### config.mk
export PLATFORM = sky130hd
export DESIGN_NAME = rob_result_arbiter
export DESIGN_NICKNAME = d
export VERILOG_FILES = /design/src/rtl/rob_result_arbiter.sv
export SDC_FILE = /design/constraint.sdc
export NUM_CORES = 1
export LEC_CHECK = 0
export ABC_AREA = 1
export CORE_ASPECT_RATIO = 1.1
export CORE_MARGIN = 2
export CORE_UTILIZATION = 49
export CTS_BUF_LIST = sky130_fd_sc_hd__clkbuf_2
export DETAILED_ROUTE_END_ITERATION = 10
export HOLD_SLACK_MARGIN = 0.15
export PLACE_DENSITY = 0.95
export SYNTH_ARGS = -nofsm -noshare
export SYNTH_HDL_FRONTEND = slang
export SYNTH_SLANG_ARGS = --single-unit
### constraint.sdc
create_clock -name clk -period 3.1 [get_ports clk]
set_input_delay 0.465 -clock clk [delete_from_list [all_inputs] [get_ports clk]]
set_output_delay 0.465 -clock clk [all_outputs]
set_load 0.005 [all_outputs]
### src/rtl/rob_result_arbiter.sv
// rob_result_arbiter: shares NUM_PORTS ROB result write ports among NUM_REQ functional units.
// Define ROB_RESULT_ARB_RR_EN for round-robin priority; otherwise fixed priority (requester 0 first).
module rob_result_arbiter #(
  parameter int NUM_REQ    = 4,
  parameter int NUM_PORTS  = 2,
  parameter int IDX_WIDTH  = 5,
  parameter int DATA_WIDTH = 32
) (
  input  logic                             clk,
  input  logic                             rst,
  input  logic                             flush_en,
  input  logic [NUM_REQ-1:0]               req_valid,
  input  logic [NUM_REQ*IDX_WIDTH-1:0]     req_rob_idx,
  input  logic [NUM_REQ*DATA_WIDTH-1:0]    req_data,
  output logic [NUM_REQ-1:0]               req_ready,
  output logic [NUM_PORTS-1:0]             out_valid,
  output logic [NUM_PORTS*IDX_WIDTH-1:0]   out_rob_idx,
  output logic [NUM_PORTS*DATA_WIDTH-1:0]  out_data,
  output logic [15:0]                      stall_cycles
);
  localparam int PTR_W = $clog2(NUM_REQ);
  localparam int CNT_W = $clog2(NUM_PORTS + 1);

  logic [IDX_WIDTH-1:0]  idx_arr  [NUM_REQ];
  logic [DATA_WIDTH-1:0] data_arr [NUM_REQ];
  logic [PTR_W-1:0]      port_sel [NUM_PORTS];
  logic [NUM_PORTS-1:0]  port_vld;
  logic [NUM_REQ-1:0]    grant;
  logic [PTR_W-1:0]      scan_start;
  logic [PTR_W:0]        scan_sum;
  logic [PTR_W-1:0]      scan_pos;
  logic [CNT_W-1:0]      grant_cnt;

  logic [NUM_PORTS-1:0]  out_valid_reg;
  logic [IDX_WIDTH-1:0]  out_idx_reg  [NUM_PORTS];
  logic [DATA_WIDTH-1:0] out_data_reg [NUM_PORTS];
  logic [15:0]           stall_reg;
  logic                  stall_hit;

  genvar gi;
  generate
    for (gi = 0; gi < NUM_REQ; gi++) begin : g_unpack
      assign idx_arr[gi]  = req_rob_idx[gi*IDX_WIDTH +: IDX_WIDTH];
      assign data_arr[gi] = req_data[gi*DATA_WIDTH +: DATA_WIDTH];
    end
    for (gi = 0; gi < NUM_PORTS; gi++) begin : g_pack
      assign out_rob_idx[gi*IDX_WIDTH +: IDX_WIDTH]   = out_idx_reg[gi];
      assign out_data[gi*DATA_WIDTH +: DATA_WIDTH]    = out_data_reg[gi];
    end
  endgenerate

`ifdef ROB_RESULT_ARB_RR_EN
  logic [PTR_W-1:0] ptr_reg;
  logic [PTR_W-1:0] ptr_next;
  logic [PTR_W-1:0] last_sel;

  assign scan_start = ptr_reg;

  always_comb begin
    ptr_next = ptr_reg;
    if (flush_en)
      ptr_next = '0;
    else if (|grant)
      ptr_next = (last_sel == PTR_W'(NUM_REQ - 1)) ? '0 : last_sel + PTR_W'(1);
  end

  always_ff @(posedge clk or negedge rst) begin
    if (!rst) ptr_reg <= '0;
    else      ptr_reg <= ptr_next;
  end
`else
  assign scan_start = '0;
`endif

  // Walk requesters from scan_start; the j-th winner in scan order owns port j.
  always_comb begin
    grant     = '0;
    port_vld  = '0;
    grant_cnt = '0;
    scan_sum  = '0;
    scan_pos  = '0;
    for (int k = 0; k < NUM_PORTS; k++) port_sel[k] = '0;
`ifdef ROB_RESULT_ARB_RR_EN
    last_sel = '0;
`endif
    if (rst && !flush_en) begin
      for (int s = 0; s < NUM_REQ; s++) begin
        scan_sum = {1'b0, scan_start} + (PTR_W+1)'(s);
        if (scan_sum >= (PTR_W+1)'(NUM_REQ))
          scan_sum = scan_sum - (PTR_W+1)'(NUM_REQ);
        scan_pos = scan_sum[PTR_W-1:0];
        if (req_valid[scan_pos] && (grant_cnt < CNT_W'(NUM_PORTS))) begin
          grant[scan_pos] = 1'b1;
          for (int k = 0; k < NUM_PORTS; k++) begin
            if (grant_cnt == CNT_W'(k)) begin
              port_sel[k] = scan_pos;
              port_vld[k] = 1'b1;
            end
          end
`ifdef ROB_RESULT_ARB_RR_EN
          last_sel = scan_pos;
`endif
          grant_cnt = grant_cnt + CNT_W'(1);
        end
      end
    end
  end

  assign req_ready = grant;
  assign stall_hit = |(req_valid & ~grant);

  // Idle ports keep their last index/data; only out_valid drops.
  always_ff @(posedge clk or negedge rst) begin
    if (!rst) begin
      out_valid_reg <= '0;
      for (int k = 0; k < NUM_PORTS; k++) begin
        out_idx_reg[k]  <= '0;
        out_data_reg[k] <= '0;
      end
    end else begin
      out_valid_reg <= port_vld;
      for (int k = 0; k < NUM_PORTS; k++) begin
        if (port_vld[k]) begin
          out_idx_reg[k]  <= idx_arr[port_sel[k]];
          out_data_reg[k] <= data_arr[port_sel[k]];
        end
      end
    end
  end

  always_ff @(posedge clk or negedge rst) begin
    if (!rst)
      stall_reg <= '0;
    else if (stall_hit && (stall_reg != 16'hFFFF))
      stall_reg <= stall_reg + 16'd1;
  end

  assign out_valid    = out_valid_reg;
  assign stall_cycles = stall_reg;

endmodule
==> results.yml <==
route:
  first_iter_violations: 1190
  wirelength_met1_um: 9320
  dr_total_vias: 8685
  antenna_left: 0
  wl_met3_um: 2670
  routedWlPerCell_um: 15.5
  routed.top_layer: "met4"
  drc: 0
  viasPerCell: 5.45
  wl_um: 24600
  route.met2.wl_um: 11400
  dr.pass1.iters: 6
finish:
  area.sequential_sq_mm: 0.00230
  layout_commonest_cell: "nand2_1"
  area_growth_pct: 37.9
  instances_no_fill: 1594
  layout_common_cells: "477 x nand2_1, 305 x nand3_1, 249 x clkdlybuf4s50_1"
  fillCellCount: 1167
  largest_register_ffs: 64
  nNetsFinal: 1556
  drive_gt1_share_pct: 3.85
  multi_input_area_sq_mm: 0.00377
cts:
  h-tree-depth: 3
  clockRootBuffer: "clkbuf_2"
  cts_inserted_buffers: 9
  cts.clk_slew.worst_paths_ps: 210
  clk_latency_ps: 590
  cts_buffer_depth: 2
  cts.sink_count: 92
  cts_tree: "yes"
setup_path:
  path_class: "in2out"
  crit_required_ps: 2630
  worstSetupEndpointType: "output pin"
  arrival_ps: 2280
  crit_chain: "clkdlybuf4s50_1 -> inv_1 -> ha_1 -> inv_1 -> nand2_1 -> nand3_2 -> inv_2 -> nand2_1 -> inv_1 -> clkdlybuf4s50_1"
  startpoint_type: "input port"
  cp_max_fo: 4
  critical-path-max-stage-delay_ps: 490
  slowest_stage: "clkdlybuf4s50_1"
  crit_top_cell: "inv_1"
synth:
  synthTopCellsByArea: "dfrtp_1 32%, nand2_1 25%, nand3_1 21%"
  netlist.area_leader.share_pct: 32.3
  yosysSeqAreaShare_pct: 32.3
  yosysWarningCount: 0
  syn-instance-count: 1190
  ys_seq_elements: 92
  avgSynthCellArea_sq_um: 5.99
  synth.net_count: 1350
  synth_area_sq_mm: 0.00713
  synth_top_area_cell: "dfrtp_1"
  synthDistinctLibCells: 25
floorplanning:
  io_pins: 251
  die_area_sq_mm: 0.0155
  core_area_sq_mm: 0.0143
  die_y_um: 130
  start_util_pct: 49.7
  rows: 46
  dieWidth_um: 119
grt:
  grt_pass1_wl_um: 38800
  track_usage_pct: 31.0
  grt_pass1_vias: 7913
  grt_max_degree: 100
  antenna_found_initial: 0
  overflow: 0
power_and_ir_drop:
  p_clk_share_pct: 16.2
  intPower_w: 0.00247
  seqPwrFrac_pct: 42.8
  power_frac_comb_pct: 41.0
  power_density_mw_per_mm2: 390
  p_leak_nw: 5.35
  swShare_pct: 35.6
  power_w: 0.00383
  p_switching_w: 0.00137
  peakVddDrop_uv: 369
timing:
  setup_tns_ps: 0
  setup_violations: 0
  fmax_ghz: 0.364
  whs_ps: 507
  finalCritPeriodShare_pct: 88.6
  worstMarginPinSlew_ps: 832
  finalClockSkew_ps: 19.9
  slew_headroom_pct: 44.4
  maxSlewViolCount: 0
  hold_violations: 0
  finalCriticalPeriod_ps: 2750
  rsz0062_at_grt: "no"
min_path:
  hold_path_class: "reg2reg"
flow_run:
  max_cap_violations: 0
outcome:
  status: "complete, no violations"
placement:
  dpl.hpwl_um: 17200
  portBuffers: 250
  gp_congestion: 0.923
  dp.cells: 1576
==> per-layer routing <==
metal,global-route usage [%],up-vias
met3,6.64,114
met1,39.0,3867
li1,-,4076
met5,0,-
met2,50.1,628
met4,17.2,0
==> power groups by stage <==
stage                     clock network, W  registers, W  logic [W]
after floorplan                          0       0.00164   0.000651
final                             0.000622       0.00164    0.00157
after CTS                         0.000630       0.00164    0.00157
after detailed placement                 0       0.00165    0.00156
after global placement                   0       0.00165    0.00151
after global routing              0.000681       0.00167    0.00172
==> path summary, 6_finish.rpt <==
check | slack (ps) | endpoint | cells past startpoint | startpoint
min in group asynchronous | 540 | out_data[54] | 3 | rst
setup / recovery | 350 | req_ready[3] | 10 | req_valid[0]
setup reg to reg | 1000 | stall_cycles[10] | 9 | stall_cycles[0]
hold / removal | 510 | out_data[37] | 2 | out_data[37]
hold reg to reg | 510 | out_data[37] | 2 | out_data[37]
max in group asynchronous | 1440 | out_data[2] | 4 | rst
==> cells by family after synthesis <==
logic type | Yosys count | share of synthesized area (%)
AOI/OAI and AO/OA | 8 | 0.702
and+or+nand+nor | 819 | 49.0
adders and majority gates | 5 | 0.878
buffers and inverters | 252 | 15.4
xor gates and xnor gates | 14 | 1.72
DFF | 92 | 32.3
==> per-stage QoR <==
stage          util, %  instance area (sq um)  setup slack, ps
2_1_floorplan        -                   7130             1200
3_5_place_dp      67.7                   9710              253
3_3_place_gp      67.7                   9710              399
5_1_grt           68.5                   9820              243
4_1_cts           68.5                   9820              355
6_report          68.6                   9820              352
==> cell type report <==
cell class              instances  share of cell area [%]
multi-input cells             846                    38.4
repair buffers                273                    28.0
flip-flops and latches         92                    23.4
inverters                     174                    6.65
well taps                     192                    2.45
clock inverters                 6                   0.560
clock buffers                  10                   0.509
diodes                          1                  0.0255
==> critical path, delay by kind of cell <==
family / cells / cell delay [ps]
simple gates: 3 / 280
buf+inv: 6 / 1330
fa+ha+maj: 1 / 200
==> cells in the mapped netlist, drive strengths merged <==
cell type    n
nand2      482
o21ai        4
a21oi        3
inv        174
nor2        23
clkbuf      16
nand3      307
nand4        3
o21bai       1
ha           5
or2          1
nor3         1
buf         62
nand3b       2
xnor2        3
xor2        11
dfrtp       92
==> timing repair <==
action / in CTS / in global routing
buffers inserted: 0 / 0
hold buffers: 1 / 0
hold endpoints to repair: 40 / 0
resized for setup: 0 / 0
(Power assumes the default switching activity.)
